===== config.mk =====
export PLATFORM = sky130hd
export DESIGN_NAME = fpdiv_ctrl_flat
export DESIGN_NICKNAME = d
export VERILOG_FILES = /design/src/rtl/fpdiv_pkg.sv /design/src/rtl/fpdiv_ctrl_if.sv /design/src/rtl/fpdiv_ctrl.sv /design/src/flat_wrapper.sv
export SDC_FILE = /design/constraint.sdc
export NUM_CORES = 1
export LEC_CHECK = 0
export ABC_AREA = 1
export CORE_AREA = 5 5 42 44
export DETAILED_ROUTE_END_ITERATION = 10
export DIE_AREA = 0 0 47 49
export HOLD_SLACK_MARGIN = 0.02
export PLACE_DENSITY = 0.59
export SKIP_CTS_REPAIR_TIMING = 1
export SLEW_MARGIN = 20
export SYNTH_ARGS = -nofsm -noshare
export SYNTH_HDL_FRONTEND = slang
export SYNTH_SLANG_ARGS = --single-unit

===== constraint.sdc =====
create_clock -name clk -period 1.16 [get_ports clk]
set_input_delay 0.116 -clock clk [delete_from_list [all_inputs] [get_ports clk]]
set_output_delay 0.116 -clock clk [all_outputs]
set_load 0.03 [all_outputs]

===== src/rtl/fpdiv_pkg.sv =====
// Shared types and constants for the Goldschmidt divider controller and datapath.
// Optional feature macro: FPDIV_ROUND_EN (adds the RND correction state).
package fpdiv_pkg;

    // Controller states; RND exists only when the rounding pass is built in.
    typedef enum logic [2:0] {
        ST_IDLE = 3'd0,
        ST_Q0   = 3'd1,
        ST_D0   = 3'd2,
        ST_QI   = 3'd3,
        ST_DI   = 3'd4,
`ifdef FPDIV_ROUND_EN
        ST_RND  = 3'd5,
`endif
        ST_DONE = 3'd6
    } state_t;

    // Mux A selects (2'b11 is never driven).
    localparam logic [1:0] SELA_REGA = 2'b00;
    localparam logic [1:0] SELA_D    = 2'b01;
    localparam logic [1:0] SELA_IA   = 2'b10;

    // Mux B selects.
    localparam logic [1:0] SELB_D    = 2'b00;
    localparam logic [1:0] SELB_X    = 2'b01;
    localparam logic [1:0] SELB_REGB = 2'b10;
    localparam logic [1:0] SELB_REGC = 2'b11;

    // True for states in which the divider is working on an operand.
    function automatic logic state_is_busy(input state_t s);
        return (s != ST_IDLE) && (s != ST_DONE);
    endfunction

endpackage


===== src/rtl/fpdiv_ctrl_if.sv =====
// Handshake and datapath-control bundle between a requester, the divider
// controller and the fpdiv datapath.
// Optional feature macro: FPDIV_ROUND_EN (no interface change).
interface fpdiv_ctrl_if;
    logic       start;
    logic [1:0] sel_muxa;
    logic [1:0] sel_muxb;
    logic       loada;
    logic       loadb;
    logic       loadc;
    logic       busy;
    logic       done;

    // Requester side: issues start, observes status and controls.
    modport master (
        output start,
        input  sel_muxa, sel_muxb, loada, loadb, loadc, busy, done
    );

    // Controller side: consumes start, drives status and controls.
    modport slave (
        input  start,
        output sel_muxa, sel_muxb, loada, loadb, loadc, busy, done
    );
endinterface


===== src/rtl/fpdiv_ctrl.sv =====
// Goldschmidt divide sequencer: steps the shared multiplier through
// Q0 = IA*x, D0 = IA*d, then ITERS refinement passes Q <= K*Q / D <= K*D.
// All outputs are decoded from the state register only.
// Optional feature macro: FPDIV_ROUND_EN (one extra RND pass before DONE).
// ITERS must lie in 1..7 so the 3-bit iteration counter never wraps.
module fpdiv_ctrl
    import fpdiv_pkg::*;
#(
    parameter int unsigned ITERS = 3
) (
    input  logic         clk,
    input  logic         reset,
    fpdiv_ctrl_if.slave  bus
);

    localparam logic [2:0] LAST_ITER = 3'(ITERS - 1);

    state_t     state;
    state_t     state_next;
    logic [2:0] iter_cnt;
    logic [2:0] iter_cnt_next;

    // State and iteration counter registers with synchronous reset.
    always_ff @(posedge clk) begin
        if (reset) begin
            state    <= ST_IDLE;
            iter_cnt <= 3'd0;
        end else begin
            state    <= state_next;
            iter_cnt <= iter_cnt_next;
        end
    end

    // Next-state, counter update and Moore output decode.
    always_comb begin
        state_next    = state;
        iter_cnt_next = iter_cnt;
        bus.sel_muxa  = SELA_REGA;
        bus.sel_muxb  = SELB_D;
        bus.loada     = 1'b0;
        bus.loadb     = 1'b0;
        bus.loadc     = 1'b0;
        bus.busy      = state_is_busy(state);
        bus.done      = 1'b0;

        case (state)
            ST_IDLE: begin
                if (bus.start) begin
                    state_next = ST_Q0;
                end
            end

            ST_Q0: begin
                bus.sel_muxa = SELA_IA;
                bus.sel_muxb = SELB_X;
                bus.loadc    = 1'b1;
                state_next   = ST_D0;
            end

            ST_D0: begin
                bus.sel_muxa  = SELA_IA;
                bus.sel_muxb  = SELB_D;
                bus.loada     = 1'b1;
                bus.loadb     = 1'b1;
                iter_cnt_next = 3'd0;
                state_next    = ST_QI;
            end

            ST_QI: begin
                bus.sel_muxa = SELA_REGA;
                bus.sel_muxb = SELB_REGC;
                bus.loadc    = 1'b1;
                if (iter_cnt == LAST_ITER) begin
`ifdef FPDIV_ROUND_EN
                    state_next = ST_RND;
`else
                    state_next = ST_DONE;
`endif
                end else begin
                    state_next = ST_DI;
                end
            end

            ST_DI: begin
                bus.sel_muxa  = SELA_REGA;
                bus.sel_muxb  = SELB_REGB;
                bus.loada     = 1'b1;
                bus.loadb     = 1'b1;
                iter_cnt_next = iter_cnt + 3'd1;
                state_next    = ST_QI;
            end

`ifdef FPDIV_ROUND_EN
            ST_RND: begin
                bus.sel_muxa = SELA_REGA;
                bus.sel_muxb = SELB_REGC;
                bus.loadc    = 1'b1;
                state_next   = ST_DONE;
            end
`endif

            ST_DONE: begin
                bus.done = 1'b1;
                if (bus.start) begin
                    state_next = ST_Q0;
                end else begin
                    state_next = ST_IDLE;
                end
            end

            default: begin
                state_next = ST_IDLE;
            end
        endcase
    end

endmodule


===== src/flat_wrapper.sv =====
// flat-port wrapper written by rule: the top's interface ports become plain ports
module fpdiv_ctrl_flat import fpdiv_pkg::*;
#(
    parameter int unsigned ITERS = 3
)
  (clk, reset, bus_start, bus_sel_muxa, bus_sel_muxb, bus_loada, bus_loadb, bus_loadc, bus_busy, bus_done);
  fpdiv_ctrl_if bus_i ();
  input  logic clk;
  input  logic reset;
  input wire logic [$bits(bus_i.start)-1:0] bus_start;
  output wire logic [$bits(bus_i.sel_muxa)-1:0] bus_sel_muxa;
  output wire logic [$bits(bus_i.sel_muxb)-1:0] bus_sel_muxb;
  output wire logic [$bits(bus_i.loada)-1:0] bus_loada;
  output wire logic [$bits(bus_i.loadb)-1:0] bus_loadb;
  output wire logic [$bits(bus_i.loadc)-1:0] bus_loadc;
  output wire logic [$bits(bus_i.busy)-1:0] bus_busy;
  output wire logic [$bits(bus_i.done)-1:0] bus_done;
  assign bus_i.start = bus_start;
  assign bus_sel_muxa = bus_i.sel_muxa;
  assign bus_sel_muxb = bus_i.sel_muxb;
  assign bus_loada = bus_i.loada;
  assign bus_loadb = bus_i.loadb;
  assign bus_loadc = bus_i.loadc;
  assign bus_busy = bus_i.busy;
  assign bus_done = bus_i.done;
  fpdiv_ctrl #(.ITERS(ITERS)) u_core (.clk(clk), .reset(reset), .bus(bus_i));
endmodule

==> results of run 1 <==
## cells by family (layout without fill, tap and decap cells)
family,count (synthesis),after routing
flip-flops,6,6
buffers and inverters,11,30
adder cells (fa/ha/maj),2,2
other,1,1
AO/OA/AOI/OAI,7,7
AND/OR/NAND/NOR,25,25
## synthesized netlist by cell type (2+ instances only)
cell type,n
nand2_1,10
nor2_1,7
dfxtp_1,6
a21oi_1,5
inv_1,4
buf_4,3
inv_2,3
nand3_1,3
ha_1,2
o21ai_0,2
## report_power, final
part | switching, W | leakage, nW | internal [W]
registers | 0.0000225 | 0.0509 | 0.000218
clock network | 0.0000755 | 0.0138 | 0.000117
logic | 0.000161 | 0.224 | 0.000132
## layout by cell type, fill, tap and decap left out
cell type / instances
dfxtp_4: 3
inv_1: 2
inv_6: 1
nor3_1: 1
nor2_1: 6
clkinv_2: 1
o21ai_2: 1
nor2_4: 1
buf_4: 10
ha_1: 2
nand2_2: 1
inv_4: 1
o21ai_0: 1
clkdlybuf4s50_1: 2
a21oi_1: 5
nand3_4: 1
buf_6: 7
dfxtp_1: 3
nand2_1: 8
conb_1: 1
clkbuf_4: 3
nor2_2: 1
nand3_1: 3
inv_2: 3
nand2_4: 3
## registers in the layout, indices dropped and copies added, names as in the netlist
name and cells:
u_core.iter_cnt 3, u_core.state 3
## path summary, 6_finish.rpt
check                                        from                               to  slack [ns]  cells past startpoint
setup / recovery     u_core.state[0]$_SDFFE_PP0P_                  bus_sel_muxb[1]       -0.05                      4
setup reg to reg     u_core.state[0]$_SDFFE_PP0P_  u_core.iter_cnt[2]$_SDFFE_PP0P_        0.10                      6
hold reg to reg   u_core.iter_cnt[1]$_SDFFE_PP0P_  u_core.iter_cnt[1]$_SDFFE_PP0P_        0.51                      2
hold / removal                          bus_start     u_core.state[0]$_SDFFE_PP0P_        0.50                      3
## layer usage
| metal | track usage | wire length (microns) | up-vias | share of wire |
|---|---|---|---|---|
| met5 | 0 | 0 | - | 0 |
| met4 | 0.0553 | 14 | 0 | 0.015 |
| met3 | 0.0258 | 47 | 2 | 0.049 |
| met2 | 0.115 | 528 | 8 | 0.55 |
| met1 | 0.0907 | 365 | 158 | 0.38 |
| li1 | - | - | 198 | - |
## layout make-up
cell class / instances / area, sq um
fillers: 153 / 800
multi-input cells: 35 / 215
repair buffers: 19 / 174
flip-flops and latches: 6 / 131
inverters: 8 / 38.8
clock buffers: 3 / 22.5
well taps: 16 / 20.0
## worst register-to-register path, cell delays in order, from the launching register on
cell	delay (ns)
dfxtp_4	0.36
nor2_4	0.16
nand2_4	0.10
buf_4	0.15
clkinv_2	0.05
nand2_1	0.04
a21oi_1	0.13
## metrics by stage
stage                     setup TNS [ns]  std cells  cell area (sq um)
after floorplan                  -0.0201         52                363
after global placement                 0         76                448
after detailed placement               0         76                448
after CTS                         -0.759         79                470
after global routing              -0.406         87                602
final                             -0.108         87                602
==> flow_metrics.env, run 1 <==
export IMPL_fmax_mhz=829
export IMPL_syn_num_nets=57
export IMPL_min_period_ns=1.21
export IMPL_wl_microns=956
export IMPL_core_sq_um=1400
export IMPL_grt_total_usage=0.0783
export IMPL_finalHoldViolations=0
export IMPL_cp_top_family="flip-flops"
export IMPL_whs_ns=0.495
export IMPL_path_clk_slew_ns=0.05
export IMPL_dieArea_sq_um=2300
export IMPL_firstDrtPassIters=2
export IMPL_synthSimpleGateAreaFrac=0.340
export IMPL_finalSetupViolCount=4
export IMPL_wire_per_inst_microns=11.0
export IMPL_ir_drop_uv=489
export IMPL_grt_max_degree=7
export IMPL_die_width_microns=47
export IMPL_vias=366
export IMPL_synth_top_family_by_area="simple AND/OR/NAND/NOR gates"
export IMPL_cts_buffers=3
export IMPL_cpPeakStageDelay_ns=0.36
export IMPL_rows=14
export IMPL_ys_flop_type="dfxtp_1"
export IMPL_nets=78
export IMPL_clk_path_buf_depth=2
export IMPL_cts_htree_levels=1
export IMPL_synthAdderAreaFrac=0.0694
export IMPL_dp_hpwl_microns=620
export IMPL_ys_ff_latch=6
export IMPL_clock_skew_ns=0.00205
export IMPL_grt_pass1_vias=297
export IMPL_synth_warnings=0
export IMPL_path_buf_inv=1
export IMPL_cts_sinks=6
export IMPL_grt_overflow=0
export IMPL_crit_slowest_cell="dfxtp_4"
export IMPL_vias_per_cell=4.21
export IMPL_setup_ws_ns=-0.0459
export IMPL_io_pins=12
export IMPL_power_w=0.000726
export IMPL_synth_top_cell_by_area="dfxtp_1"
export IMPL_numPortBuffers=10
export IMPL_drc=0
export IMPL_cp_required_ns=1.04
export IMPL_synth_xor_area_share=0
export IMPL_place_gp_congestion=0.739
export IMPL_dr_first_iter_drc_count=8
export IMPL_crit_type="register to output port"
export IMPL_path_cells="nor2_4 > nand2_4 > nand2_1 > buf_6"
export IMPL_power_leakage_nw=0.289
export IMPL_synth_compound_area_frac=0.0972
export IMPL_post_route_util=0.429
export IMPL_cp_arrival_ns=1.09
export IMPL_grt_pass1_wl_microns=1270
export IMPL_powerDensity_nw_per_um2=1210
export IMPL_die_h_microns=49
export IMPL_synthTopCellsByArea="dfxtp_1 33%, nand2_1 10%, nor2_1 7.3%"
export IMPL_synthArstFlopShare=0
export IMPL_synthMuxAreaShare=0
export IMPL_drv_cap=0
export IMPL_worstSkewPairLatency_ns=0.24
export IMPL_maxSlewViolCount=0
export IMPL_start_kind="register"
export IMPL_end_kind="output port"
export IMPL_syn_cell_area_sq_um=360
export IMPL_rsz0062_at_grt="yes"
export IMPL_pre_cts_ws_ns=0.120
export IMPL_synth_top_cell_area_share=0.333
export IMPL_synth_avg_cell_area_sq_um=6.93
export IMPL_postSynthCellCount=52
export IMPL_antenna_left=0
export IMPL_antenna_found_initial=0
export IMPL_start_util=0.257
export IMPL_hold_class="primary input to register"
export IMPL_area_growth_pct=67.0
export IMPL_drive_above_1_share=0.521
export IMPL_period_share=1.04
export IMPL_crit_fanout=5
export IMPL_run_status="complete, but fails checks"
export IMPL_synth_edff_count=0
export IMPL_cts_tree="yes"
export IMPL_cts_root_buf="clkbuf_4"
export IMPL_violations="setup timing"
export IMPL_antenna_cells=0
export IMPL_seq_area_frac_synth=0.333
export IMPL_yosysUniqueCellTypes=17
Note: power is estimated with default switching activity, not from simulation.
==> inputs of run 2 (changes only) <==
--- a/config.mk
+++ b/config.mk
@@ -10,7 +10,7 @@
 export DETAILED_ROUTE_END_ITERATION = 10
 export DIE_AREA = 0 0 47 49
 export HOLD_SLACK_MARGIN = 0.02
-export PLACE_DENSITY = 0.59
+export PLACE_DENSITY = 0.61
 export SKIP_CTS_REPAIR_TIMING = 1
 export SLEW_MARGIN = 20
 export SYNTH_ARGS = -nofsm -noshare
==> constraint.sdc (replaced) <==
create_clock -name clk -period 1.06 [get_ports clk]
set_input_delay 0.106 -clock clk [delete_from_list [all_inputs] [get_ports clk]]
set_output_delay 0.106 -clock clk [all_outputs]
set_load 0.03 [all_outputs]
==> run 2 against run 1 <==
The run still ends with setup timing left. First-iteration DRC count down 88%. Sequential power up 11%. Via count down 0.82%. Sequential share of layout area up 0.065 points. Global-route usage down 0.50 points. Cell area down 1.2%. Critical path depth unchanged. Worst hold slack worse by 0.018 ns. Power up 7.6%. Setup slack worse by 0.068 ns. Clock power up 8%. Clock skew about the same. Critical path type unchanged. Critical endpoint is now bus_busy.
==> flow_metrics.env, run 2 (synthesized netlist as in run 1, its figures left out) <==
export IMPL_run_status="complete, but fails checks"
export IMPL_violations="setup timing"
export IMPL_place_gp_congestion=0.834
export IMPL_finalSetupViolCount=6
export IMPL_nets=76
export IMPL_routed_top_layer="met4"
export IMPL_clk_path_buf_depth=2
export IMPL_finalHoldViolations=0
export IMPL_antenna_left=0
export IMPL_die_width_microns=47
export IMPL_io_pins=12
export IMPL_vias=363
export IMPL_worstSkewPairLatency_ns=0.24
export IMPL_die_h_microns=49
export IMPL_final_common_cell="buf_4"
export IMPL_path_clk_slew_ns=0.04
export IMPL_wire_per_inst_microns=9.36
export IMPL_area_growth_pct=64.9
export IMPL_cts_tree="yes"
export IMPL_grt_max_degree=7
export IMPL_cp_required_ns=0.95
export IMPL_drv_cap=0
export IMPL_wl_microns=796
export IMPL_setup_ws_ns=-0.114
export IMPL_drive_above_1_share=0.565
export IMPL_antenna_cells=0
export IMPL_rsz0062_at_grt="yes"
export IMPL_power_leakage_nw=0.291
export IMPL_maxSlewViolCount=0
export IMPL_dr_first_iter_drc_count=1
export IMPL_layout_common_cells="8 x buf_4, 7 x buf_6, 6 x nand2_1, 6 x nor2_1, 4 x inv_2"
export IMPL_crit_slowest_cell="dfxtp_4"
export IMPL_min_period_ns=1.17
export IMPL_dp_cells=76
export IMPL_dieArea_sq_um=2300
export IMPL_vias_per_cell=4.27
export IMPL_end_kind="output port"
export IMPL_grt_total_usage=0.0733
export IMPL_setup_tns_ns=-0.612
export IMPL_wl_met1_microns=333
export IMPL_dp_hpwl_microns=597
export IMPL_nFillCells=156
export IMPL_cp_arrival_ns=1.07
export IMPL_path_buf_inv=2
export IMPL_hold_class="primary input to register"
export IMPL_wl_met2_microns=389
export IMPL_cts_htree_levels=1
export IMPL_grt_pass1_wl_microns=1190
export IMPL_period_share=1.11
export IMPL_rows=14
export IMPL_crit_fanout=5
export IMPL_start_util=0.257
export IMPL_start_kind="register"
export IMPL_wl_met3_microns=57
export IMPL_path_cells="nor2_4 > buf_6 > a21oi_2 > buf_6"
export IMPL_grt_pass1_vias=297
export IMPL_cts_root_buf="clkbuf_4"
export IMPL_drc=0
export IMPL_cts_buffers=3
export IMPL_clock_skew_ns=0.00254
export IMPL_reg_largest_list="u_core.iter_cnt (3), u_core.state (3)"
export IMPL_cpPeakStageDelay_ns=0.40
export IMPL_crit_top_cell="buf_6"
export IMPL_antenna_found_initial=0
export IMPL_crit_type="register to output port"
export IMPL_grt_overflow=0
export IMPL_cp_top_family="flip-flops"
export IMPL_powerDensity_nw_per_um2=1310
export IMPL_cts_sinks=6
export IMPL_core_sq_um=1400
export IMPL_fmax_mhz=852
export IMPL_final_cells=85
export IMPL_firstDrtPassIters=3
export IMPL_numPortBuffers=10
export IMPL_ir_drop_uv=870
-- run 2: changes by cell type in the layout (fill, tap and decap cells not counted), moves of 2 or more --
cell,previous run,this run
nand2_2,1,3
buf_4,10,8
nand2_1,8,6
a21oi_1,5,3
dfxtp_2,0,2
a21oi_2,0,2
-- run 2: worst min-delay path, cell delays in order --
cell	delay, ns
clkdlybuf4s50_1	0.42
nor2_1	0.11
nor3_1	0.05
-- run 2: where the power goes --
part	total, W	switching (W)	internal [W]
clock	0.000209	0.0000809	0.000128
sequential	0.000267	0.0000266	0.000241
combinational	0.000305	0.000169	0.000136
-- run 2: final timing paths --
path,from,endpoint,slack (ns),depth (start not counted)
worst min-delay path,bus_start,u_core.state[0]$_SDFFE_PP0P_,0.48,3
worst max register to register,u_core.state[0]$_SDFFE_PP0P_,u_core.iter_cnt[1]$_SDFFE_PP0P_,0.04,5
worst max-delay path,u_core.state[1]$_SDFFE_PP0P_,bus_busy,-0.11,4
worst min register to register,u_core.iter_cnt[0]$_SDFFE_PP0P_,u_core.iter_cnt[0]$_SDFFE_PP0P_,0.50,2
-- run 2: metrics by stage --
stage | util | area [sq um] | total power, W | worst slack [ns] | hold WS (ns)
5_1_grt | 0.424 | 594 | 0.000845 | -0.172 | 0.517
2_1_floorplan | - | 375 | 0.000436 | -0.0181 | 0.175
3_5_place_dp | 0.329 | 460 | 0.000503 | 0.0437 | 0.513
6_report | 0.424 | 594 | 0.000781 | -0.114 | 0.477
4_1_cts | 0.345 | 483 | 0.000714 | -0.220 | 0.483
3_3_place_gp | 0.329 | 460 | 0.000501 | 0.0513 | 0.510
-- run 2: cell type report --
cell class | instances | area (sq um) | area share
clock buffers | 3 | 22.5 | 0.0379
inverters | 8 | 33.8 | 0.0568
multi-input cells | 35 | 229 | 0.385
flip-flops and latches | 6 | 130 | 0.219
well taps | 16 | 20.0 | 0.0337
repair buffers | 17 | 159 | 0.267
-- run 2: routing by layer --
metal  GRT usage  up-vias
met3      0.0332        2
met5           0        -
met1      0.0905      156
met4      0.0553        0
li1            -      197
met2      0.0950        8
